`config.mk`:
```
export PLATFORM = sky130hd
export DESIGN_NAME = reset_sequencer_flat
export DESIGN_NICKNAME = d
export VERILOG_FILES = /design/src/rtl/reset_seq_pkg.sv /design/src/rtl/reset_seq_if.sv /design/src/rtl/reset_seq_timer.sv /design/src/rtl/reset_sequencer.sv /design/src/flat_wrapper.sv
export SDC_FILE = /design/constraint.sdc
export NUM_CORES = 1
export LEC_CHECK = 0
export ABC_CLOCK_PERIOD_IN_PS = 2600
export CAP_MARGIN = 20
export CORE_UTILIZATION = 40
export CTS_CLUSTER_DIAMETER = 200
export DETAILED_ROUTE_END_ITERATION = 6
export GPL_TIMING_DRIVEN = 0
export PLACE_DENSITY = 0.67
export SLEW_MARGIN = 0
export SYNTH_ARGS = -nofsm -noshare
export SYNTH_HDL_FRONTEND = slang
export SYNTH_SLANG_ARGS = --single-unit
```
`constraint.sdc`:
```
create_clock -name clk -period 2.6 [get_ports clk]
set_input_delay 0.65 -clock clk [delete_from_list [all_inputs] [get_ports clk]]
set_output_delay 0.65 -clock clk [all_outputs]
set_load 0.01 [all_outputs]
```
`src/rtl/reset_seq_pkg.sv`:
```
// Shared types and sizing helpers for the reset sequencer.
package reset_seq_pkg;

    typedef enum logic [2:0] {
        S_HOLD,
        S_RELEASE,
        S_WAIT,
        S_READY,
        S_ERR
    } seq_state_e;

    // Width of the shared hold/timeout counter; one extra code so it can saturate.
    function automatic int cntWidth(input int hold, input int timeout);
        int m;
        m = (hold > timeout) ? hold : timeout;
        return $clog2(m + 1);
    endfunction

    // Width of a domain index, never narrower than one bit.
    function automatic int stageWidth(input int n);
        return (n > 1) ? $clog2(n) : 1;
    endfunction

endpackage

```
`src/rtl/reset_seq_if.sv`:
```
// Sequencer-side control/status bundle: restart/done in, per-domain resets and status out.
interface reset_seq_if
    import reset_seq_pkg::*;
#(
    parameter int N = 3
);
    localparam int SW = stageWidth(N);

    logic          i_restart;
    logic [N-1:0]  i_done;
    logic [N-1:0]  o_rst;
    logic          o_ready;
    logic          o_err;
    logic [SW-1:0] o_err_stage;

    modport master (
        input  i_restart,
        input  i_done,
        output o_rst,
        output o_ready,
        output o_err,
        output o_err_stage
    );

    modport slave (
        output i_restart,
        output i_done,
        input  o_rst,
        input  o_ready,
        input  o_err,
        input  o_err_stage
    );
endinterface

```
`src/rtl/reset_seq_timer.sv`:
```
// Loadable saturating up-counter with a terminal-count compare; shared between
// the inter-release hold delay and the per-domain init timeout.
module reset_seq_timer #(
    parameter int W = 5
) (
    input  logic         clk,
    input  logic         reset,
    input  logic         clear,
    input  logic         en,
    input  logic [W-1:0] term,
    output logic         tc
);
    logic [W-1:0] count;

    // Count enabled cycles from zero, holding at all-ones instead of wrapping.
    always_ff @(posedge clk) begin
        if (reset) begin
            count <= '0;
        end else if (clear) begin
            count <= '0;
        end else if (en && (count != '1)) begin
            count <= count + W'(1);
        end
    end

    assign tc = (count >= term);
endmodule

```
`src/rtl/reset_sequencer.sv`:
```
// Releases N reset domains one at a time in index order, waits for each to
// report init done, raises ready when all are up, and flags a stuck domain.
module reset_sequencer
    import reset_seq_pkg::*;
#(
    parameter int N       = 3,
    parameter int HOLD    = 4,
    parameter int TIMEOUT = 16
) (
    input  logic     clk,
    input  logic     reset,
    reset_seq_if.master bus
);
    localparam int KW = stageWidth(N);
    localparam int CW = cntWidth(HOLD, TIMEOUT);
    localparam logic [KW-1:0] LAST    = KW'(N - 1);
    localparam logic [CW-1:0] HOLD_TC = CW'(HOLD - 1);
    localparam logic [CW-1:0] TO_TC   = CW'(TIMEOUT - 1);

    seq_state_e    state;
    logic [KW-1:0] k;
    logic [N-1:0]  rst_q;
    logic          ready_q;
    logic          err_q;
    logic [KW-1:0] stage_q;

    logic          done_sel;
    logic          all_done;
    logic [N-1:0]  rel_mask;
    logic [N-1:0]  err_mask;
    logic          tmr_clear;
    logic          tmr_en;
    logic          tmr_tc;
    logic [CW-1:0] tmr_term;

    // Select the active domain's done bit and build the thermometer masks from k.
    always_comb begin
        done_sel = 1'b0;
        rel_mask = '0;
        err_mask = '0;
        for (int j = 0; j < N; j++) begin
            if (KW'(j) == k) begin
                done_sel = bus.i_done[j];
            end
            rel_mask[j] = (KW'(j) > k);
            err_mask[j] = (KW'(j) >= k);
        end
        all_done = &bus.i_done;
    end

    // Drive the shared timer: hold delay in HOLD, init timeout while awaiting done.
    always_comb begin
        tmr_term  = (state == S_HOLD) ? HOLD_TC : TO_TC;
        tmr_clear = 1'b0;
        tmr_en    = 1'b0;
        if (bus.i_restart) begin
            tmr_clear = 1'b1;
        end else begin
            case (state)
                S_HOLD: begin
                    if (tmr_tc) tmr_clear = 1'b1;
                    else        tmr_en    = 1'b1;
                end
                S_RELEASE, S_WAIT: begin
                    if (done_sel || tmr_tc) tmr_clear = 1'b1;
                    else                    tmr_en    = 1'b1;
                end
                default: tmr_clear = 1'b1;
            endcase
        end
    end

    reset_seq_timer #(.W(CW)) u_timer (
        .clk   (clk),
        .reset (reset),
        .clear (tmr_clear),
        .en    (tmr_en),
        .term  (tmr_term),
        .tc    (tmr_tc)
    );

    // Sequencing FSM; RELEASE is the first done sample after a domain's reset falls.
    always_ff @(posedge clk) begin
        if (reset || bus.i_restart) begin
            state   <= S_HOLD;
            k       <= '0;
            rst_q   <= '1;
            ready_q <= 1'b0;
            err_q   <= 1'b0;
            stage_q <= '0;
        end else begin
            case (state)
                S_HOLD: begin
                    if (tmr_tc) begin
                        rst_q <= rel_mask;
                        state <= S_RELEASE;
                    end
                end
                S_RELEASE, S_WAIT: begin
                    if (done_sel) begin
                        if (k == LAST) begin
                            state <= S_READY;
                        end else begin
                            k     <= k + KW'(1);
                            state <= S_HOLD;
                        end
                    end else if (tmr_tc) begin
                        err_q   <= 1'b1;
                        stage_q <= k;
                        rst_q   <= err_mask;
                        state   <= S_ERR;
                    end else begin
                        state <= S_WAIT;
                    end
                end
                S_READY: begin
                    if (!all_done) begin
                        state   <= S_HOLD;
                        k       <= '0;
                        rst_q   <= '1;
                        ready_q <= 1'b0;
                    end else begin
                        ready_q <= 1'b1;
                    end
                end
                default: begin
                    state <= S_ERR;
                end
            endcase
        end
    end

    assign bus.o_rst       = rst_q;
    assign bus.o_ready     = ready_q;
    assign bus.o_err       = err_q;
    assign bus.o_err_stage = stage_q;
endmodule

```
`src/flat_wrapper.sv`:
```
// flat-port wrapper written by rule: the top's interface ports become plain ports
module reset_sequencer_flat import reset_seq_pkg::*;
#(
    parameter int N       = 3,
    parameter int HOLD    = 4,
    parameter int TIMEOUT = 16
)
  (clk, reset, bus_i_restart, bus_i_done, bus_o_rst, bus_o_ready, bus_o_err, bus_o_err_stage);
  reset_seq_if #(.N(N)) bus_i ();
  input  logic clk;
  input  logic reset;
  input wire logic [$bits(bus_i.i_restart)-1:0] bus_i_restart;
  input wire logic [$bits(bus_i.i_done)-1:0] bus_i_done;
  output wire logic [$bits(bus_i.o_rst)-1:0] bus_o_rst;
  output wire logic [$bits(bus_i.o_ready)-1:0] bus_o_ready;
  output wire logic [$bits(bus_i.o_err)-1:0] bus_o_err;
  output wire logic [$bits(bus_i.o_err_stage)-1:0] bus_o_err_stage;
  assign bus_i.i_restart = bus_i_restart;
  assign bus_i.i_done = bus_i_done;
  assign bus_o_rst = bus_i.o_rst;
  assign bus_o_ready = bus_i.o_ready;
  assign bus_o_err = bus_i.o_err;
  assign bus_o_err_stage = bus_i.o_err_stage;
  reset_sequencer #(.N(N), .HOLD(HOLD), .TIMEOUT(TIMEOUT)) u_core (.clk(clk), .reset(reset), .bus(bus_i));
endmodule
```
== Word-level counts from Yosys, hierarchy flattened ==
Cells that the tools add are included.

* Bits in registers: 17
* Logic and storage cells: 72
* Input port bits: 6

* Add/sub/neg operators: 2
* Eq/ne operators: 13
* Reductions and logical operators: 14
* Mux-type cells: 28
* Order comparisons: 7
* Bitwise logic cells: 1

{| class="wikitable"
|+ Operators with widths
! operator !! number
|-
| $mux W3 || 8
|-
| $pmux W3 S3 || 2
|-
| $mux W1 || 10
|-
| $mux W2 || 4
|-
| $eq A3 B2 Y1 const B || 2
|-
| $ne A2 B1 Y1 const B || 3
|-
| $ne A2 B2 Y1 const B || 3
|-
| $reduce_and A3 Y1 || 2
|-
| $add A5 B1 Y5 const B || 1
|-
| $ge A5 B5 Y1 || 1
|-
| $ne A5 B5 Y1 const B || 1
|-
| $reduce_and A5 Y1 || 1
|-
| $ge A1 B2 Y1 const A || 2
|-
| $gt A1 B2 Y1 const A || 2
|-
| $mux W4 || 1
|-
| $pmux W1 S2 || 2
|-
| $pmux W2 S2 || 1
|-
| $reduce_and A4 Y1 || 1
|-
| $reduce_or A2 Y1 || 2
|-
| $eq A3 B1 Y1 const B || 1
|-
| $logic_not A3 Y1 || 1
|-
| $reduce_bool A3 Y1 || 1
|-
| $add A2 B1 Y2 const B || 1
|-
| $eq A1 B2 Y1 const A || 1
|-
| other kinds (10) || 11
|}

== Logic depth before layout (Yosys ltp) ==
* Depth after elaboration: 9
* Gate-level depth with buffers: 7

== Modules after synthesis ==
Synthesis repeated with hierarchy kept, for this count alone.

* Cell total of the unflattened synthesis: 133
* Area total of the unflattened synthesis: 1,121.1 µm²

{| class="wikitable"
|+ By module, submodules not included
! module !! instances !! cells an instance !! area an instance (µm²) !! sequential area each (µm²)
|-
| reset_sequencer || 1 || 92 || 768.2 || 240.2
|-
| reset_seq_timer || 1 || 41 || 352.8 || 100.1
|}

== Least setup slack after synthesis ==
No wires, ideal clock.

* Path type: input port to flip-flop
* Start: in bus_i_done[2]
* End: reg u_core.rst_q[0] (netlist: u_core.bus.o_rst[0])
* Path buffers: 0
* Cell stages on the path: 5
* Slack: 0.713 ns
* Data arrival time: 1.768 ns
* Required time: 2.480 ns
* Path through: and3_1 a31oi_1 o311ai_2 or2_1 a211o_1

* Longest elaborated chain between the ends: 3
* Elaborated cells on any way between the ends: 5

{| class="wikitable"
|+ RTL lines
! element !! line !! text
|-
| start, declared || flat_wrapper.sv:13 || <nowiki>input wire logic [$bits(bus_i.i_done)-1:0] bus_i_done;</nowiki>
|-
| $reduce_and A3 Y1 / $mux W1 (equally long branches) || reset_sequencer.sv:48, reset_sequencer.sv:42 ||
|-
| $ne A2 B2 Y1 (no line) || - ||
|-
| $reduce_and A5 Y1 (no line) * || - ||
|-
| end signal, assigned || reset_sequencer.sv:95 || <nowiki>rst_q <= rel_mask;</nowiki>
|-
| end signal, assigned || reset_sequencer.sv:110 || <nowiki>rst_q <= err_mask;</nowiki>
|-
| end, declared || reset_sequencer.sv:22 || <nowiki>logic [N-1:0] rst_q;</nowiki>
|}

Mark *: on every way between the ends. The rest lies on a longest branch, timed or not.
A chain may end at the register's enable or synchronous reset.

== Worst setup path in the final report ==
Ends and elaborated chain as after synthesis.

==> reports/qor.yml <==
cp.arrival_ns: 2.57
antenna_cells: 0
grt_pass1_wl_um: 3770
dp_hpwl_um: 1680
grt.total_usage_pct: 19.2
synthDistinctLibCells: 34
crit_fanout: 4
maxSlewViolCount: 0
timing.rr.start: "u_core.state[1]"
fin_skew_ns: 0.00553
required_ns: 2.84
cts.sinks: 17
synth_top_cell_by_area: "dfxtp_1"
synth_common_cells: "dfxtp_1, nor2_1, o21ai_0"
cts_tree: "built"
grt_pass1_vias: 880
outcome: "completed"
antenna_left: 0
avgRoutedWirePerCell_um: 13.4
netlist_area_um2: 973
htreeDepth: 1
numCtsBuffers: 3
routed_via_density: 5.70
drt_first_pass_iters: 4
crit_path_end_kind: "flip-flop"
chipWidth_um: 51.3
synth_edf_count: 0
clk_pin_slew_ns: 0.09
rr_worst_depth: 7
drive_gt1_share_pct: 6.02
finalSetupViolCount: 0
antenna_found_initial: 0
via_count: 917
seqCellArea_um2: 340
synth_fp_nets: 131
worst_pin_slew_ns: 0.583
syn_area_per_cell_um2: 8.32
cap_violations: 0
cts-root-buf: "clkbuf_4"
insertion_delay_ns: 0.30
die_h_um: 51.3
row_count: 17
rsz0062_at_grt: "false"
coreArea_mm2: 0.00225
irDropWorstVdd_uv: 272
place_congestion: 0.856
cts-resized-gates: 0
seq_area_frac_synth_pct: 35.0
overflow: 0
dieArea_mm2: 0.00263
synth_top_cell_area_share_pct: 35.0
worstHoldPathType: "reg -> reg"
io_buffers: 12
start_kind: "primary input"
netlist_instances: 117
finalHoldViolations: 0
synth_async_sr_flop_share_pct: 0
instances_no_fill: 161
crit_path_start: "bus_i_done[2]"
fin_crit_ns: 2.32
cp-endpoint: "u_core.bus.o_rst[0]"
drc: 0
place_inst: 157
relSlewSlack_pct: 60.1
fin_nets: 148
grt_max_degree: 11
r2r-end: "u_core.bus.o_rst[0]"
reg2reg_slack_ns: 0.39
multi_input_area_um2: 614
wl_um: 2160
path_class: "in -> reg"
io_pins: 13
p_per_area_mw_per_mm2: 373
fillers: 231
synth.ff_latch_count: 17
postCtsSetupBuffers: 0
synthFlopType: "dfxtp_1"
dr.first_iter.drc_count: 20
finalCritPeriodShare_pct: 89.2
ctsHoldBuffers: 0
clock_path_buffers: 2
tns_ns: 0
start_util_pct: 43.2
area_growth_pct: 18.8
max_clock_freq_mhz: 431
total_power_uw: 431
ys.warnings.count: 0
p_leak_uw: 0.000466
synth.most_common_cell: "dfxtp_1"
yosys-top-cells-area: "dfxtp_1, ha_1, o21ai_0"
-- layout by cell type, fill, tap and decap left out, drive strengths merged, types with 2 or more instances in the layout --
master	Yosys	final
nand2	10	10
and3	2	2
ha	8	8
clkbuf	1	4
o211a	2	2
inv	4	4
nand3b	2	2
o21a	2	2
nand3	2	2
a21oi	12	12
clkdlybuf4s50	0	12
xor2	2	2
nor3	3	3
o211ai	4	4
o21ai	14	14
dfxtp	17	17
xnor2	2	2
nor2	15	15
or2	2	2
-- kinds of logic (layout without fill, tap and decap cells) --
family          after synthesis  count (layout)  synth area share (%)
compound gates               43              43                  28.0
xor+xnor                      4               4                  4.37
fa+ha+maj                     8               8                  10.3
buf+inv                       5              21                  1.93
flops                        17              17                  35.0
simple gates                 40              40                  20.4
-- layer usage --
metal | GRT usage [%] | vias to the layer above | part of all wire (%)
li1 | - | 464 | -
met1 | 24.8 | 418 | 46
met2 | 30.9 | 33 | 47
met3 | 5.95 | 2 | 6.1
met4 | 4.50 | 0 | 0.79
met5 | 0 | - | 0
-- metrics by stage --
step	instance area [µm²]	utilization, %	hold WS [ns]	worst slack [ns]
2_1_floorplan	973	-	0.471	0.713
3_3_place_gp	1130	50.1	0.450	0.0545
3_5_place_dp	1130	50.1	0.458	0.0188
4_1_cts	1160	51.3	0.484	0.306
5_1_grt	1160	51.3	0.504	0.174
6_report	1160	51.3	0.472	0.280
-- flip-flops by register name (all words and copies together), names as in the netlist --
| signal | cells |
|---|---|
| u_core.state | 3 |
| u_core.bus.o_err_stage | 2 |
| u_core.k | 2 |
| u_core.u_timer.count | 5 |
| u_core.bus.o_err | 1 |
| u_core.bus.o_ready | 1 |
| u_core.bus.o_rst | 3 |
-- final cells by class --
cell class,count,area share [%]
Clock inverter,1,0.433
Inverter,4,1.30
Sequential cell,17,29.4
Clock buffer,3,1.95
Multi-Input combinational cell,95,53.1
Timing Repair Buffer,12,10.4
Tap cell,28,3.03
Buffer,1,0.325
-- critical path: stages --
cell             delay, ns
clkdlybuf4s50_1       0.44
and3_1                0.23
a31oi_1               0.29
o311ai_2              0.20
a2111oi_0             0.59
a211o_1               0.17
-- report_power, final --
group / switching [µW] / internal (µW)
combinational: 14.6 / 13.0
sequential: 1.79 / 262
clock: 82.7 / 57.4
-- how the worst min path moves through the flow --
| stage | from | endpoint | slack [ns] | cells past startpoint |
|---|---|---|---|---|
| 2_1_floorplan | u_core.u_timer.count[4] | u_core.u_timer.count[4] | 0.47 | 2 |
| 3_3_place_gp | u_core.bus.o_rst[0] | u_core.bus.o_rst[0] | 0.45 | 1 |
| 3_5_place_dp | u_core.bus.o_err | u_core.bus.o_err | 0.46 | 1 |
| 4_1_cts | u_core.bus.o_rst[0] | u_core.bus.o_rst[0] | 0.48 | 1 |
| 5_1_grt | u_core.bus.o_rst[0] | u_core.bus.o_rst[0] | 0.50 | 1 |
| 6_report | u_core.bus.o_rst[0] | u_core.bus.o_rst[0] | 0.47 | 1 |
Note: power is estimated with default switching activity, not from simulation.
